--- src/rtl/seq_lock_pkg.sv ---
// Shared state encoding and helpers for the serial combination lock.
package seq_lock_pkg;

   typedef enum logic [2:0] {
      ST_IDLE     = 3'd0,
      ST_ENTRY    = 3'd1,
      ST_UNLOCKED = 3'd2,
      ST_PROGRAM  = 3'd3,
      ST_LOCKOUT  = 3'd4
   } lock_state_e;

   // Seven-segment decoder code for a state; equals the state encoding.
   function automatic logic [2:0] state_to_code(input lock_state_e s);
      return s;
   endfunction

   function automatic int unsigned max3(input int unsigned a,
                                        input int unsigned b,
                                        input int unsigned c);
      int unsigned m;
      m = (a > b) ? a : b;
      return (m > c) ? m : c;
   endfunction

endpackage

--- src/rtl/lock_tick_timer.sv ---
// Loadable down-counter shared by all timed lock states.
module lock_tick_timer #(
   parameter int unsigned WIDTH = 4
) (
   input  logic             clk_100Mhz,
   input  logic             reset,
   input  logic             load,
   input  logic [WIDTH-1:0] load_val,
   input  logic             tick,
   output logic             zero
);

   logic [WIDTH-1:0] count;

   // Load has priority over a coincident tick; counting stops at zero.
   always_ff @(posedge clk_100Mhz or negedge reset) begin
      if (!reset)
         count <= '0;
      else if (load)
         count <= load_val;
      else if (tick && (count != '0))
         count <= count - 1'b1;
   end

   assign zero = (count == '0);

endmodule

--- src/rtl/seq_lock_prog.sv ---
// Serial combination lock with run-time programmable code, failed-attempt
// lockout, inter-digit timeout and auto-relock.
module seq_lock_prog
   import seq_lock_pkg::*;
#(
   parameter int unsigned           CODE_LEN      = 6,
   parameter logic [CODE_LEN-1:0]   DEFAULT_CODE  = 6'b010111,
   parameter int unsigned           MAX_FAIL      = 3,
   parameter int unsigned           TIMEOUT_TICKS = 4,
   parameter int unsigned           LOCKOUT_TICKS = 8,
   parameter int unsigned           UNLOCK_TICKS  = 5
) (
   input  logic                              clk_100Mhz,
   input  logic                              reset,
   input  logic                              tick,
   input  logic                              pulse_zero,
   input  logic                              pulse_one,
   input  logic                              prog_req,
   input  logic                              lock_cmd,
   output logic                              unlocked,
   output logic                              lockout,
   output logic                              fail_pulse,
   output logic                              prog_done,
   output logic [$clog2(CODE_LEN+1)-1:0]     digit_cnt,
   output logic [$clog2(MAX_FAIL+1)-1:0]     fail_cnt,
   output logic [2:0]                        state_code
);

   localparam int unsigned DW = $clog2(CODE_LEN + 1);
   localparam int unsigned FW = $clog2(MAX_FAIL + 1);
   localparam int unsigned TW = $clog2(max3(TIMEOUT_TICKS, LOCKOUT_TICKS, UNLOCK_TICKS)) + 1;

   localparam logic [DW-1:0] CNT_FULL   = DW'(CODE_LEN);
   localparam logic [FW-1:0] FAIL_LIMIT = FW'(MAX_FAIL);
   localparam logic [TW-1:0] T_TIMEOUT  = TW'(TIMEOUT_TICKS);
   localparam logic [TW-1:0] T_LOCKOUT  = TW'(LOCKOUT_TICKS);
   localparam logic [TW-1:0] T_UNLOCK   = TW'(UNLOCK_TICKS);

   lock_state_e          state, state_nxt;
   logic [CODE_LEN-1:0]  sr, sr_nxt;
   logic [CODE_LEN-1:0]  code, code_nxt;
   logic [DW-1:0]        dcnt_nxt, dcnt_inc;
   logic [FW-1:0]        fcnt_nxt, fcnt_inc;
   logic                 cmp_q, cmp_nxt;
   logic                 match_q, match_nxt;
   logic                 fail_nxt, done_nxt;
   logic                 tmr_load, tmr_zero;
   logic [TW-1:0]        tmr_val;
   logic                 digit_valid;
   logic [CODE_LEN-1:0]  shifted;

   assign digit_valid = pulse_zero ^ pulse_one;
   assign shifted     = {sr[CODE_LEN-2:0], pulse_one};
   assign dcnt_inc    = digit_cnt + 1'b1;
   assign fcnt_inc    = fail_cnt + 1'b1;

   lock_tick_timer #(.WIDTH(TW)) u_timer (
      .clk_100Mhz (clk_100Mhz),
      .reset      (reset),
      .load       (tmr_load),
      .load_val   (tmr_val),
      .tick       (tick),
      .zero       (tmr_zero)
   );

   // State and datapath registers; the code register returns to default on reset.
   always_ff @(posedge clk_100Mhz or negedge reset) begin
      if (!reset) begin
         state      <= ST_IDLE;
         sr         <= '0;
         code       <= DEFAULT_CODE;
         digit_cnt  <= '0;
         fail_cnt   <= '0;
         cmp_q      <= 1'b0;
         match_q    <= 1'b0;
         fail_pulse <= 1'b0;
         prog_done  <= 1'b0;
      end else begin
         state      <= state_nxt;
         sr         <= sr_nxt;
         code       <= code_nxt;
         digit_cnt  <= dcnt_nxt;
         fail_cnt   <= fcnt_nxt;
         cmp_q      <= cmp_nxt;
         match_q    <= match_nxt;
         fail_pulse <= fail_nxt;
         prog_done  <= done_nxt;
      end
   end

   // Next-state and datapath control. A full attempt spends one cycle
   // registering the comparison and one acting on it, so unlocked rises
   // two edges after the last digit; digits in that window are dropped.
   always_comb begin
      state_nxt = state;
      sr_nxt    = sr;
      code_nxt  = code;
      dcnt_nxt  = digit_cnt;
      fcnt_nxt  = fail_cnt;
      cmp_nxt   = 1'b0;
      match_nxt = match_q;
      fail_nxt  = 1'b0;
      done_nxt  = 1'b0;
      tmr_load  = 1'b0;
      tmr_val   = '0;
      case (state)
         ST_IDLE: begin
            if (digit_valid) begin
               state_nxt = ST_ENTRY;
               sr_nxt    = shifted;
               dcnt_nxt  = DW'(1);
               tmr_load  = 1'b1;
               tmr_val   = T_TIMEOUT;
            end
         end
         ST_ENTRY: begin
            if (cmp_q) begin
               dcnt_nxt = '0;
               if (match_q) begin
                  state_nxt = ST_UNLOCKED;
                  fcnt_nxt  = '0;
                  tmr_load  = 1'b1;
                  tmr_val   = T_UNLOCK;
               end else begin
                  fail_nxt = 1'b1;
                  fcnt_nxt = fcnt_inc;
                  if (fcnt_inc == FAIL_LIMIT) begin
                     state_nxt = ST_LOCKOUT;
                     tmr_load  = 1'b1;
                     tmr_val   = T_LOCKOUT;
                  end else begin
                     state_nxt = ST_IDLE;
                  end
               end
            end else if (digit_cnt == CNT_FULL) begin
               cmp_nxt   = 1'b1;
               match_nxt = (sr == code);
            end else if (digit_valid) begin
               sr_nxt   = shifted;
               dcnt_nxt = dcnt_inc;
               tmr_load = 1'b1;
               tmr_val  = T_TIMEOUT;
            end else if (tmr_zero) begin
               state_nxt = ST_IDLE;
               dcnt_nxt  = '0;
            end
         end
         ST_UNLOCKED: begin
            if (lock_cmd) begin
               state_nxt = ST_IDLE;
            end else if (prog_req) begin
               state_nxt = ST_PROGRAM;
               dcnt_nxt  = '0;
               tmr_load  = 1'b1;
               tmr_val   = T_TIMEOUT;
            end else if (tmr_zero) begin
               state_nxt = ST_IDLE;
            end
         end
         ST_PROGRAM: begin
            if (lock_cmd) begin
               state_nxt = ST_IDLE;
               dcnt_nxt  = '0;
            end else if (digit_cnt == CNT_FULL) begin
               code_nxt  = sr;
               done_nxt  = 1'b1;
               state_nxt = ST_IDLE;
               dcnt_nxt  = '0;
            end else if (digit_valid) begin
               sr_nxt   = shifted;
               dcnt_nxt = dcnt_inc;
               tmr_load = 1'b1;
               tmr_val  = T_TIMEOUT;
            end else if (tmr_zero) begin
               state_nxt = ST_IDLE;
               dcnt_nxt  = '0;
            end
         end
         ST_LOCKOUT: begin
            if (tmr_zero) begin
               state_nxt = ST_IDLE;
               fcnt_nxt  = '0;
            end
         end
         default: begin
            state_nxt = ST_IDLE;
            dcnt_nxt  = '0;
         end
      endcase
   end

   assign unlocked   = (state == ST_UNLOCKED);
   assign lockout    = (state == ST_LOCKOUT);
   assign state_code = state_to_code(state);

endmodule

--- config.mk ---
export PLATFORM = sky130hd
export DESIGN_NAME = seq_lock_prog
export DESIGN_NICKNAME = d
export VERILOG_FILES = /design/src/rtl/seq_lock_pkg.sv /design/src/rtl/lock_tick_timer.sv /design/src/rtl/seq_lock_prog.sv
export SDC_FILE = /design/constraint.sdc
export NUM_CORES = 1
export LEC_CHECK = 0
export ABC_AREA = 0
export CAP_MARGIN = 20
export CORE_MARGIN = 1.5
export CORE_UTILIZATION = 50
export DETAILED_ROUTE_END_ITERATION = 8
export PLACE_DENSITY = 0.72
export RECOVER_POWER = 50
export REMOVE_ABC_BUFFERS = 1
export SYNTH_ARGS = -nofsm -noshare
export SYNTH_HDL_FRONTEND = slang
export SYNTH_HIERARCHICAL = 1
export SYNTH_SLANG_ARGS = --single-unit
--- constraint.sdc ---
create_clock -name clk_100Mhz -period 5.7 [get_ports clk_100Mhz]
set_clock_uncertainty 0.2 [all_clocks]
set_input_delay 0.57 -clock clk_100Mhz [delete_from_list [all_inputs] [get_ports clk_100Mhz]]
set_output_delay 0.57 -clock clk_100Mhz [all_outputs]
set_load 0.005 [all_outputs]
After elaboration in Yosys (flattened, before gate mapping). Index checks and enable logic that the tools add are counted.

Bits in registers: 28.

Add/subtract/negate cells: 3. Equal/unequal tests: 15. Multiplexer cells: 58. Bitwise gates (word level): 4. Reduce and logical (&&, ||, !) cells: 13.

Operators by type and width (count): $mux 3 (23); $pmux 3 s5 (2); $mux 4 (6); $mux 6 (4); $pmux 6 s3 (1); $mux 1 (16); $pmux 4 s4 (1); $ne 2x2->1 const B (6); $reduce_and 3->1 (4); $eq 3x2->1 const B (2); $eq 3x3->1 const B (2); $eq 6x6->1 (1); $mux 2 (3); $reduce_and 5->1 (1); $logic_not 4->1 (1); $pmux 1 s4 (1); $pmux 2 s2 (1); $reduce_bool 2->1 (2); $reduce_bool 4->1 (1); $sub 4x1->4 const B (1); $add 3x1->3 const B (1); $eq 3x1->1 const B (1); $logic_not 3->1 (1); $ne 3x3->1 const B (1); 8 further kinds (10).

Depth between registers and ports, before layout.
Depth after elaboration: 7. Gate-level depth with buffers: 10. Mapped depth without buffers: 9.

Modules after synthesis. The synthesis kept the hierarchy.

By module, submodules not included: seq_lock_prog (instances 1, cells each 129, area an instance 1353.8 um2, sequential area each 605.6 um2); lock_tick_timer (instances 1, cells each 27, area an instance 270.3 um2, sequential area each 100.1 um2).

Worst setup path before layout. Ideal clock, no wire load.

Kind: register to register. Start: register digit_cnt[0]. End: register u_timer.count[1]. Data arrival time: 1.882 ns. Setup slack: 3.538 ns. Cell stages (with the launch flop): 10. Cell sequence: dfrtp_1 > inv_1 > ha_1 > nand2_1 > a31oi_1 > o21a_1 > a21oi_1 > buf_6 > or4_1 > o211ai_2.

Cells in the longest elaborated chain, start to end: 5. Elaborated cells on any way between the ends: 11. Classes of those cells: eq/ne: 1; mux: 9; reduce/logical: 1.

RTL lines: from (decl) (RTL line seq_lock_prog.sv:24) `output logic [$clog2(CODE_LEN+1)-1:0] digit_cnt,`; from (signal assigned) (RTL line seq_lock_prog.sv:82) `digit_cnt <= dcnt_nxt;`; $eq 3x3->1 * (RTL line seq_lock_prog.sv:135, seq_lock_prog.sv:164); $mux 1 * (RTL line seq_lock_prog.sv:135) `end else if (digit_cnt == CNT_FULL) begin`; $mux 1, on equally long branches (RTL line seq_lock_prog.sv:161, seq_lock_prog.sv:117); $pmux 1 s4 * (RTL line seq_lock_prog.sv:106) `case (state)`; via tmr_load (RTL line seq_lock_prog.sv:47) `logic tmr_load, tmr_zero;`; $mux 4 or $reduce_bool 2->1 (tied branches); to (signal assigned) (RTL line lock_tick_timer.sv:20) `count <= load_val;`; to (signal assigned) (RTL line lock_tick_timer.sv:22) `count <= count - 1'b1;`; to (decl) (RTL line lock_tick_timer.sv:13) `logic [WIDTH-1:0] count;`.

Mark *: on every way through the listed nets, which the timed path passes. The rest lies on a longest branch. A chain may end at the register's enable or synchronous reset.

Final worst setup path.
Start: input pulse_one. End: register u_timer.count[3].

Cells in the longest elaborated chain, start to end: 6. Elaborated cells on any way between the ends: 8. Classes of those cells: mux: 6; bitwise: 1; reduce/logical: 1.

RTL lines: from (decl) (RTL line seq_lock_prog.sv:17) `input logic pulse_one,`; $xor 1x1->1 * (RTL line seq_lock_prog.sv:52) `assign digit_valid = pulse_zero ^ pulse_one;`; $mux 1 * (RTL line seq_lock_prog.sv:108, seq_lock_prog.sv:138, seq_lock_prog.sv:169); $mux 1 (RTL line seq_lock_prog.sv:135); $mux 1, on equally long branches (RTL line seq_lock_prog.sv:161, seq_lock_prog.sv:117); $pmux 1 s4 * (RTL line seq_lock_prog.sv:106); via tmr_load (RTL line seq_lock_prog.sv:47); $mux 4 or $reduce_bool 2->1 (tied branches).

Marked as above.

==> reports/metrics.cfg <==
[clocking]
clock_latency_ps = 320
root_buffer = clkbuf_4
cts_setup_buffers = 0
cts.sinks = 28
clockBufferDepth = 2
numCtsBuffers = 3
cts_max_level = 1
cts_tree = built
clkTransAtPathRegs_ps = 140
cts_hold_buf = 0
cts_resized = 0

[drt]
drc = 0
num_vias = 1202
antenna_left = 0
dr.pass1.iters = 4
drt-vias-per-instance = 5.49
drt_wl_total_mm = 2.93
drt_iter0_drc = 77
routedWlPerCell_um = 13.4

[timing]
fin_crit_ps = 2820
worst_pin_slew_ps = 1490
setup_tns_ps = 0
hold_violations = 0
slew_violations = 0
slew_headroom = 0.00585
max_freq_mhz = 354
finalCritPeriodShare = 0.495
setup_viol = 0
rsz0062_at_grt = false

[layout]
diodes = 0
final_common_cell = dfrtp_1
stdcell_count = 219
n_fill_cell = 289
layout_common_cells = 24 x dfrtp_1, 16 x clkdlybuf4s50_1, 14 x nand2_1, 13 x a21oi_1, 12 x mux2_2
area.growth.synth_to_final_pct = 13.2
fin_nets = 187
drive_gt1_frac = 0.160
final_util = 0.597

[worst_hold_path]
worstHoldEndpoint = fail_cnt[0]
hold-path-cell-count = 1
min-delay-start = fail_cnt[0]
worstHoldPathType = reg -> reg

[global_routing]
top_usage_layer = met2
grtUsageMet2 = 0.311
grt_pass1_vias = 1176
grt_overflow = 0
grt.met3_usage = 0.0216
grt_util_met1 = 0.243
antenna_found_initial = 0
grt_use_total = 0.183
grt_pass1_wl_mm = 5.04
grt_max_degree = 29

[power_and_ir_drop]
sw_frac_of_total = 0.368
intPower_uw = 440
p_leak_uw = 0.000828
p_per_area_nw_per_um2 = 379
design_power_total_uw = 696
p_sw_uw = 256
power_frac_clock = 0.134
ir_drop_mv = 0.209
pwr-share-seq = 0.454
combPwrFrac = 0.412

[logic_synthesis]
synth_seq_cells = 28
synthCells = 156
yosys_warnings = 6
syn_area_um2 = 1620
synth_cell_types = 49
synth_area_per_cell_um2 = 10.4
ys_seq_area_frac = 0.435

[setup_path]
worstSetupStartpointType = primary input
r2r-start = state_code[0]
cp.arrival_ps = 2840
cp_max_fo = 10
rr_worst_depth = 5
slowest_stage = a21oi_1
worstPathCellList = clkdlybuf4s50_1, xor2_1, nand2_1, nor2_1, o21ai_0, a21oi_1, nor3_1, a221o_1
reg2reg_slack_ps = 3180
reg2reg_to = u_timer/count[3]
cp-end-kind = flop
cp.required_ps = 5720
critPathKind = in -> reg
max_stage_delay_ps = 580

[die]
fp.coreArea_um2 = 3080
die_w_um = 60.0
pin_count = 19
design.die.area_um2 = 3600
initial_core_util = 0.528
rows = 20
die_h_um = 60.0

[placement]
dp.final_hpwl_mm = 2.19
numPortBuffers = 18
place.gp.congestion = 0.789
place_inst = 215

[flow_run]
max_cap_viol_count = 0

[status]
status = completed

-- how the worst max path moves through the flow --
stage | startpoint | endpoint | slack [ps] | depth (start not counted)
6_report | pulse_one | u_timer/count[3] | 2880 | 8
3_3_place_gp | pulse_one | u_timer/count[3] | 2660 | 8
2_1_floorplan | pulse_one | u_timer/count[3] | 3420 | 7
4_1_cts | pulse_one | u_timer/count[3] | 2890 | 8
5_1_grt | pulse_one | u_timer/count[3] | 2680 | 8
3_5_place_dp | pulse_one | u_timer/count[3] | 2540 | 8
-- stage by stage --
step | hold slack (ps) | setup slack, ps | cell area [µm²]
after floorplan | 74.4 | 3420 | 1590
final | 307 | 2880 | 1840
after global placement | 279 | 2660 | 1830
after CTS | 312 | 2890 | 1860
after global routing | 362 | 2680 | 1840
after detailed placement | 293 | 2540 | 1830
-- synth_stat cells, drive strengths merged --
cell type  instances  share of area
dfrtp             24           0.37
nand2             14          0.032
a21oi             13          0.040
mux2              12          0.083
inv                9          0.021
nor2               9          0.022
o21ai              7          0.024
and2               5          0.019
xor2               5          0.027
buf                4          0.024
dfstp              4          0.065
ha                 4          0.031
nand2b             3          0.016
nor3b              3          0.020
nor4               3          0.025
o21a               3          0.014
xnor2              3          0.021
a21o               2         0.0092
a31oi              2         0.0077
and2b              2         0.0092
nand3              2         0.0062
nor2b              2         0.0077
nor3               2         0.0062
or3                2         0.0077
a211o              1         0.0054
a221o              1         0.0062
a2bb2oi            1         0.0054
a41oi              1         0.0054
and3               1         0.0039
and4b              1         0.0062
conb               1         0.0023
nand3b             1         0.0046
nand4              1         0.0039
nor4b              1         0.0092
o211ai             1         0.0077
o21bai             1         0.0069
o2bb2ai            1         0.0054
o31a               1         0.0054
o32ai              1         0.0054
or2b               1         0.0046
or4                1         0.0046
-- power groups by stage --
| stage | Clock [µW] | Sequential [µW] | Combinational, µW |
|---|---|---|---|
| after global placement | 0 | 316 | 281 |
| after floorplan | 0 | 307 | 205 |
| after global routing | 102 | 327 | 326 |
| final | 93.3 | 316 | 287 |
| after CTS | 98.7 | 316 | 292 |
| after detailed placement | 0 | 321 | 291 |
-- layout make-up --
| cell class | instances | area, µm² | share of cell area |
|---|---|---|---|
| inverter | 9 | 33.8 | 0.0184 |
| sequential | 28 | 706 | 0.384 |
| timing repair buffer | 19 | 184 | 0.100 |
| tap | 44 | 55.1 | 0.0300 |
| clock buffer | 4 | 36.3 | 0.0197 |
| multi-input combinational | 115 | 823 | 0.448 |
-- layer usage --
metal	part of all wire	wire length, µm
met3	0.032	95
met2	0.50	1470
met5	0	0
met1	0.46	1350
met4	0.0061	18
-- sequential cells by signal, summed over array words and instances, names as in the netlist --
signal and count:
sr 6, match_q 1, fail_cnt 2, digit_cnt 3, u_timer/count 4, state_code 3
code 6, prog_done 1, fail_pulse 1, cmp_q 1
-- worst max-delay path, delay by kind of cell --
family	cells	cell delay (ps)
AO/OA/AOI/OAI	3	1020
XOR/XNOR	1	350
buffers and inverters	1	560
AND/OR/NAND/NOR	3	340
-- kinds of logic (layout without fill, tap and decap cells) --
kind of cell,after synthesis,after routing,synth area share
compound gates,36,36,0.148
simple gates,54,54,0.209
mux,12,12,0.0832
buf+inv,13,32,0.0447
fa+ha+maj,4,4,0.0308
xor+xnor,8,8,0.0478
other cells,1,1,0.00231
flops,28,28,0.435
No activity file was read; power rests on OpenSTA's default activity.
